File: config.mk
export PLATFORM = sky130hd
export DESIGN_NAME = qspi_data_drive_reg
export DESIGN_NICKNAME = d
export VERILOG_FILES = /design/src/rtl/qspi_pkg.sv /design/src/rtl/qspi_data_drive_reg.sv
export SDC_FILE = /design/constraint.sdc
export NUM_CORES = 1
export LEC_CHECK = 0
export CAP_MARGIN = 0
export CORE_AREA = 2 2 88 112
export DETAILED_ROUTE_END_ITERATION = 7
export DIE_AREA = 0 0 90 114
export HOLD_SLACK_MARGIN = 0.15
export PLACE_DENSITY = 0.75
export SLEW_MARGIN = 10
export SYNTH_ARGS = -nofsm -noshare
export SYNTH_HDL_FRONTEND = slang
export SYNTH_SLANG_ARGS = --single-unit
File: constraint.sdc
create_clock -name clk -period 3.06 [get_ports clk]
set_input_delay 0.612 -clock clk [delete_from_list [all_inputs] [get_ports clk]]
set_output_delay 0.612 -clock clk [all_outputs]
set_load 0.005 [all_outputs]
File: src/rtl/qspi_pkg.sv
// Shared QSPI definitions: lane-mode and FSM state encodings plus the mode
// priority decode used by both the drive and sample registers.
package qspi_pkg;

    localparam int QSPI_MAX_BYTES = 4;

    typedef enum logic [1:0] {
        MODE_1 = 2'd0,
        MODE_2 = 2'd1,
        MODE_4 = 2'd2
    } qspi_mode_t;

    typedef enum logic {
        IDLE  = 1'b0,
        SHIFT = 1'b1
    } qspi_state_t;

    // Narrowest requested lane set wins when several selects are raised.
    function automatic qspi_mode_t qspi_mode_decode(input logic use1,
                                                    input logic use2,
                                                    input logic use4);
        qspi_mode_t mode;
        if (use1)      mode = MODE_1;
        else if (use2) mode = MODE_2;
        else if (use4) mode = MODE_4;
        else           mode = MODE_1;
        return mode;
    endfunction

    function automatic logic [2:0] qspi_lane_width(input qspi_mode_t mode);
        logic [2:0] width;
        case (mode)
            MODE_2:  width = 3'd2;
            MODE_4:  width = 3'd4;
            default: width = 3'd1;
        endcase
        return width;
    endfunction

endpackage

File: src/rtl/qspi_data_drive_reg.sv
// QSPI transmit shift register: latches a left-justified word at load and
// pushes it out 1, 2 or 4 bits per SCLK falling edge on the io pins.
module qspi_data_drive_reg
    import qspi_pkg::*;
#(
    parameter int DATA_W = 32
) (
    input  logic              clk,
    input  logic              rst,
    input  logic              load,
    input  logic [DATA_W-1:0] data_in,
    input  logic [2:0]        num_bytes,
    input  logic              use_1_io_lines_in,
    input  logic              use_2_io_lines_in,
    input  logic              use_4_io_lines_in,
    input  logic              drive_en,
    output logic              qspi_io0_o,
    output logic              qspi_io1_o,
    output logic              qspi_io2_o,
    output logic              qspi_io3_o,
    output logic [3:0]        qspi_io_oe,
    output logic              busy,
    output logic              done,
    output logic              load_err
);

    localparam logic [2:0] MAX_BYTES = 3'(DATA_W / 8);
    localparam logic [5:0] DATA_W6   = 6'(DATA_W);

    qspi_state_t       r_state;
    qspi_mode_t        r_mode;
    logic [DATA_W-1:0] r_shift;
    logic [5:0]        r_bits_left;
    logic              r_done;
    logic              r_load_err;

    logic              w_mode_valid;
    logic              w_bytes_ok;
    qspi_mode_t        w_mode;
    logic [2:0]        w_width;
    logic [5:0]        w_shamt;
    logic [DATA_W-1:0] w_justified;

    assign w_mode_valid = use_1_io_lines_in | use_2_io_lines_in | use_4_io_lines_in;
    assign w_bytes_ok   = (num_bytes != 3'd0) && (num_bytes <= MAX_BYTES);
    assign w_mode       = qspi_mode_decode(use_1_io_lines_in, use_2_io_lines_in,
                                           use_4_io_lines_in);
    assign w_width      = qspi_lane_width(r_mode);

    // Place byte num_bytes-1 at the MSB so shifting left emits it first.
    assign w_shamt      = DATA_W6 - {num_bytes, 3'b000};
    assign w_justified  = data_in << w_shamt;

    always_ff @(posedge clk) begin
        if (rst) begin
            r_state     <= IDLE;
            r_mode      <= MODE_1;
            r_shift     <= '0;
            r_bits_left <= '0;
            r_done      <= 1'b0;
            r_load_err  <= 1'b0;
        end else begin
            r_done     <= 1'b0;
            r_load_err <= 1'b0;
            case (r_state)
                IDLE: begin
                    if (load) begin
                        if (w_mode_valid && w_bytes_ok) begin
                            r_mode      <= w_mode;
                            r_shift     <= w_justified;
                            r_bits_left <= {num_bytes, 3'b000};
                            r_state     <= SHIFT;
                        end else begin
                            r_load_err <= 1'b1;
                        end
                    end
                end
                SHIFT: begin
                    if (drive_en) begin
                        if (r_bits_left > {3'b000, w_width}) begin
                            r_shift     <= r_shift << w_width;
                            r_bits_left <= r_bits_left - {3'b000, w_width};
                        end else begin
                            r_shift     <= '0;
                            r_bits_left <= '0;
                            r_done      <= 1'b1;
                            r_state     <= IDLE;
                        end
                    end
                end
                default: r_state <= IDLE;
            endcase
        end
    end

    // Pins and enables are decoded purely from registered state.
    always_comb begin
        qspi_io0_o = 1'b0;
        qspi_io1_o = 1'b0;
        qspi_io2_o = 1'b0;
        qspi_io3_o = 1'b0;
        qspi_io_oe = 4'b0000;
        if (r_state == SHIFT) begin
            case (r_mode)
                MODE_2: begin
                    qspi_io1_o = r_shift[DATA_W-1];
                    qspi_io0_o = r_shift[DATA_W-2];
                    qspi_io_oe = 4'b0011;
                end
                MODE_4: begin
                    qspi_io3_o = r_shift[DATA_W-1];
                    qspi_io2_o = r_shift[DATA_W-2];
                    qspi_io1_o = r_shift[DATA_W-3];
                    qspi_io0_o = r_shift[DATA_W-4];
                    qspi_io_oe = 4'b1111;
                end
                default: begin
                    qspi_io0_o = r_shift[DATA_W-1];
                    qspi_io_oe = 4'b0001;
                end
            endcase
        end
    end

    assign busy     = (r_state == SHIFT);
    assign done     = r_done;
    assign load_err = r_load_err;

endmodule

---- Yosys cells after proc, flatten, opt, wreduce, memory -nomap -nowiden ----
Index checks and enable logic that the tools add are counted.
word-level totals
  bits in latches ......................... 0
  memories ................................ 0
  output and inout port bits .............. 11
  input port bits ......................... 42
  memory bits (writable) .................. 0
  memory bits (read-only) ................. 0
  bits in registers ....................... 43
cells by class
  reduce and logical (&&, ||, !) cells .... 7
  order comparisons ....................... 2
  multiplexer cells ....................... 31
  add/subtract/negate cells ............... 2
  equal/unequal tests ..................... 5
  shift-type cells ........................ 2
  bitwise gates (word level) .............. 5
  div/mod/pow operators ................... 0
  multipliers ............................. 0
operator list
  kind                   number
  $mux W32               4
  $pmux W32 S2           1
  $shl A32 B3 Y32        1
  $shl A32 B6 Y32        1
  $mux W6                4
  $mux W1                12
  $pmux W6 S2            1
  $pmux W4 S2            1
  $gt A6 B3 Y1           1
  $mux W2                3
  $ne A2 B2 Y1 const B   3
  $pmux W1 S2            3
  $pmux W3 S2            1
  $reduce_and A3 Y1      2
  $reduce_or A3 Y1       2
  $sub A6 B3 Y6          1
  $sub A6 B6 Y6 const A  1
  $mux W4                1
  $le A3 B3 Y1 const B   1
  $not A1 Y1             3
  $reduce_bool A3 Y1     1
  $eq A2 B1 Y1 const B   1
  $eq A2 B2 Y1 const B   1
  $logic_and A1 B1 Y1    2
  $or A1 B1 Y1           2

---- Logic depth before layout (Yosys ltp) ----
  depth after elaboration ................. 6
  gate-level depth with buffers ........... 11

---- Worst setup path after synthesis ----
Ideal clock, no wire load.
  path kind ............................... input to register
  from .................................... in num_bytes[0]
  to ...................................... reg r_shift[30]
  cell stages on the path ................. 9
  buffers on the path ..................... 3
  data arrival time ....................... 2576 ps
  slack ................................... 393 ps
  path through ............................ buf_2 > buf_2 > inv_1 > ha_1 > xor2_1 > o31ai_2 > clkbuf_1 > nor2_1 > a311oi_1
on the way
  word-level cells in the longest chain between the ends .. 5
ends and longest elaborated chain
  item                                                    RTL line                                              RTL
  from (decl)                                             qspi_data_drive_reg.sv:12                             input logic [2:0] num_bytes,
  $sub A6 B6 Y6 (tied with other cells)                   qspi_data_drive_reg.sv:51                             assign w_shamt = DATA_W6 - {num_bytes, 3'b000};
  $shl A32 B6 Y32 or $logic_and A1 B1 Y1 (tied branches)  qspi_data_drive_reg.sv:52, qspi_data_drive_reg.sv:45
  $mux W32 or $logic_and A1 B1 Y1 (tied branches)         qspi_data_drive_reg.sv:68                             if (w_mode_valid && w_bytes_ok) begin
  $mux W32 or $ne A2 B2 Y1 (tied branches)                --
  $pmux W32 S2 or $reduce_and A3 Y1 (tied branches)       --
  to (signal assigned)                                    qspi_data_drive_reg.sv:70                             r_shift <= w_justified;
  to (signal assigned)                                    qspi_data_drive_reg.sv:81                             r_shift <= r_shift << w_width;
  to (decl)                                               qspi_data_drive_reg.sv:32                             logic [DATA_W-1:0] r_shift;
Several ways; a longest one is shown, not always the timed one. The select of a mux whose other input is x is not followed.
A chain may end at the register's enable or synchronous reset.

---- Final worst setup path ----
  from .................................... reg r_mode[0]
  to ...................................... out qspi_io0_o
on the way
  word-level cells in the longest chain between the ends .. 3
ends and longest elaborated chain
  item                                          RTL line                    RTL
  from (decl)                                   qspi_data_drive_reg.sv:31   qspi_mode_t r_mode;
  from (signal assigned)                        qspi_data_drive_reg.sv:69   r_mode <= w_mode;
  $eq A2 B2 Y1 or $eq A2 B1 Y1 (tied branches)  qspi_data_drive_reg.sv:104  case (r_mode)
  $pmux W1 S2 (*)                               qspi_data_drive_reg.sv:104
  $mux W1 (*)                                   qspi_data_drive_reg.sv:103  if (r_state == SHIFT) begin
  to (decl)                                     qspi_data_drive_reg.sv:17   output logic qspi_io0_o,
Every way passes the cells marked *; elsewhere a longest branch is shown, timed or not.

==> summary.txt <==
POWER AND IR DROP
------------------------------------------------------------------------------
Pwr/cell area ...................................................   475 nW/um2
Standby leakage power ...........................................      1.72 nW
PnR Total Power .................................................      2.18 mW
Peak supply drop ................................................       227 uV

FINAL LAYOUT
------------------------------------------------------------------------------
Ratio of cells with drive above 1 in the final layout ...........        0.180
Net count reported at finish ....................................          477
Area of all placed cells without fillers ........................     4590 um2
Layout fillers ..................................................          856
Cell Count, Final, Fillers Out ..................................          554
Storage element area ............................................      861 um2
Footprint of the multi-input gates ..............................     2670 um2
Most common library cell in the layout ignoring fill and taps ... sky130_fd_sc_hd__clkdlybuf4s50_1
Most frequent cells in the layout ............................... 52 x sky130_fd_sc_hd__clkdlybuf4s50_1, 43 x sky130_fd_sc_hd__dfxtp_1, 40 x sky130_fd_sc_hd__nor2_1, 30 x sky130_fd_sc_hd__mux2i_1, 28 x sky130_fd_sc_hd__mux2_2
Area added between synthesis and finish .........................        21.4%
Antenna Diode Count .............................................            0

SETUP PATH
------------------------------------------------------------------------------
Maximum fanout count along the critical path ....................           37
Crit Path Class .................................................   reg -> out
Critical path cell sequence ..................................... inv_1 > ha_2 > buf_6 > nand2_1 > o21ai_0 > and2_1 > clkdlybuf4s50_1
CP peak stage delay .............................................      0.50 ns
Endpoint arrival time on the critical path ......................      2.20 ns
Slowest-stage cell, CP .......................................... sky130_fd_sc_hd__clkdlybuf4s50_1
Launching element type of the critical path .....................    flip-flop
Data required time at the worst endpoint ........................      2.45 ns
Endpoint kind of the worst setup timing path .................... primary output

STA
------------------------------------------------------------------------------
Max transition margin ...........................................        0.506
Share of the clock period used by the worst path after layout ...        0.918
Top achievable clock speed ......................................      356 MHz
Final worst path period need ....................................      2.81 ns
Setup tns final .................................................         0 ns
Clock Skews .....................................................    0.0119 ns
Fin worst setup slack ...........................................     0.250 ns
Tightest Pin Transition .........................................     0.741 ns
Hold Vio Cnt, Final .............................................            0
RSZ-0062 raised after global routing ............................        false
Final Setup Violations ..........................................            0
Number of max-slew violations in the final report ...............            0

CLOCKING
------------------------------------------------------------------------------
Number of buffers created by CTS ................................            5
Post-cts hold buffer count ......................................            0
H-Tree Level Count ..............................................            2
TritonCTS clock tree ............................................        built
Clock transition at the registers of the reported paths .........      0.07 ns
Root buffer cell ................................................ sky130_fd_sc_hd__clkbuf_16
Worst skew pair latency .........................................      0.30 ns
Buffer levels on the longest clock path .........................            2
Total number of clock tree sinks ................................           43

ROUTE
------------------------------------------------------------------------------
Via/cell ratio ..................................................         6.34
Average routed wire per standard cell ...........................      19.2 um
Drt initial violations ..........................................          307
Routed Antenna Nets .............................................            0
Detailed Routing Iterations Pass 1 ..............................            5
Final wirelength ................................................     10700 um
Vias ............................................................         3510
Remaining DRCs ..................................................            0

LOGIC SYNTHESIS
------------------------------------------------------------------------------
Average size of a mapped cell ...................................     9.65 um2
Top cells by area, synth ........................................ sky130_fd_sc_hd__dfxtp_1 23%, sky130_fd_sc_hd__mux4_2 8.9%, sky130_fd_sc_hd__mux4_1 8.3%
Number of instances in the synthesized netlist ..................          392
Post-synthesis cell area ........................................     3780 um2
Asr flop ratio synth ............................................            0
Cell type contributing the most total cell area after synthesis . sky130_fd_sc_hd__dfxtp_1
Share of the synthesized area in the top cell type ..............        0.228
Most used flip-flop cell after synthesis ........................ sky130_fd_sc_hd__dfxtp_1
Number of warnings printed during yosys synthesis ...............            0
Post-synthesis sequential element count .........................           43
Number of flops mapped to enable cells by yosys .................            0
Library cells used by synthesis .................................           54
Sequential share of the synthesized area ........................        0.228
Post-synth net total ............................................          442

GLOBAL ROUTE
------------------------------------------------------------------------------
Via count of the first global-routing pass ......................         3472
Residual overflow from global routing ...........................            0
First-pass GRT wire length ......................................     17400 um
Antenna violations before repair ................................            0
GRT Util Overall ................................................        0.208
Largest net degree at the start of global routing ...............           53

PLACED DESIGN
------------------------------------------------------------------------------
Placement-stage cell area .......................................     4400 um2
Pre-CTS WS ......................................................     0.149 ns
Global placer's final weighted congestion .......................        0.864
Final HPWL from detailed placement ..............................      7630 um
Count of input and output buffers ...............................           52
Inst Count DP ...................................................          546

DIE
------------------------------------------------------------------------------
Boundary Pins ...................................................           53
Rows ............................................................           40
DIE HEIGHT ......................................................       114 um
Total Die Area ..................................................    10300 um2
Starting Density ................................................        0.406
Core footprint ..................................................     9310 um2
Die width .......................................................        90 um

STATUS
------------------------------------------------------------------------------
Status .......................................................... finished clean

HOLD PATH
------------------------------------------------------------------------------
Hold WC Path Type ...............................................   reg -> reg

FLOW RUN
------------------------------------------------------------------------------
Count of maximum capacitance violations .........................            0

## stage by stage
| step | hold WS (ns) | utilization |
|---|---|---|
| after floorplan | 0.436 | - |
| after global placement | 0.446 | 0.473 |
| after detailed placement | 0.460 | 0.473 |
| after CTS | 0.470 | 0.492 |
| after global routing | 0.490 | 0.493 |
| final | 0.473 | 0.493 |
## where the power goes
group	internal (mW)	switching (mW)	total, mW
Sequential	0.624	0.0810	0.705
Combinational	0.404	0.425	0.829
Clock	0.407	0.240	0.646
## worst max-delay path: cells and delay by family (launching register included)
family          cells  cell delay, ns
compound gates      1            0.08
fa+ha+maj           1            0.33
buf+inv             3            0.89
flops               1            0.36
simple gates        2            0.24
## cells in the mapped netlist (5+ instances only)
| library cell | instances |
|---|---|
| sky130_fd_sc_hd__inv_1 | 10 |
| sky130_fd_sc_hd__o2bb2ai_1 | 8 |
| sky130_fd_sc_hd__dfxtp_1 | 43 |
| sky130_fd_sc_hd__nor2_1 | 40 |
| sky130_fd_sc_hd__nor3_1 | 23 |
| sky130_fd_sc_hd__mux2i_1 | 30 |
| sky130_fd_sc_hd__buf_2 | 10 |
| sky130_fd_sc_hd__nand3_1 | 5 |
| sky130_fd_sc_hd__nand2_1 | 8 |
| sky130_fd_sc_hd__nor2b_1 | 5 |
| sky130_fd_sc_hd__a32oi_1 | 16 |
| sky130_fd_sc_hd__a211oi_1 | 24 |
| sky130_fd_sc_hd__mux2_2 | 28 |
| sky130_fd_sc_hd__a311oi_1 | 10 |
| sky130_fd_sc_hd__a21oi_1 | 11 |
| sky130_fd_sc_hd__mux4_2 | 15 |
| sky130_fd_sc_hd__clkbuf_1 | 25 |
| sky130_fd_sc_hd__mux4_1 | 12 |
| sky130_fd_sc_hd__ha_1 | 7 |
## registers in the layout, indices dropped and copies added (netlist names)
register     count
busy             1
done             1
load_err         1
r_bits_left      6
r_mode           2
r_shift         32
## routing by layer
metal  wire length [um]  share of wire  GRT usage
met1               4310           0.40      0.267
met2               5400           0.51      0.361
met3                725          0.068     0.0330
met4                217          0.020     0.0667
met5                  0              0          0
## layout make-up
class / count / area share
repair buffers: 72 / 0.150
multi-input cells: 294 / 0.582
inverters: 11 / 0.00900
well taps: 126 / 0.0344
flip-flops and latches: 43 / 0.188
clock buffers: 6 / 0.0303
clock inverters: 2 / 0.00763
## worst paths after layout
path / endpoint / slack (ns) / start / cells past startpoint
setup / recovery: qspi_io0_o / 0.25 / r_mode[0]$_SDFFE_PP0P_ / 7
setup reg to reg: r_shift[31]$_SDFFE_PP0P_ / 0.39 / r_mode[0]$_SDFFE_PP0P_ / 10
hold reg to reg: r_bits_left[2]$_SDFFE_PP0P_ / 0.47 / r_bits_left[2]$_SDFFE_PP0P_ / 2
hold / removal: r_bits_left[2]$_SDFFE_PP0P_ / 0.47 / r_bits_left[2]$_SDFFE_PP0P_ / 2
## cells by family after synthesis
group	after synthesis	synth area share
compound gates	94	0.195
flops	43	0.228
buf+inv	55	0.0715
fa+ha+maj	8	0.0285
xor+xnor	2	0.00463
simple gates	105	0.137
mux	85	0.336
## what timing repair did
item,4_1_cts,5_1_grt
setup endpoints to repair,0,7
gates resized for setup,0,2
buffers inserted,0,0
Note: power is estimated with default switching activity, not from simulation.
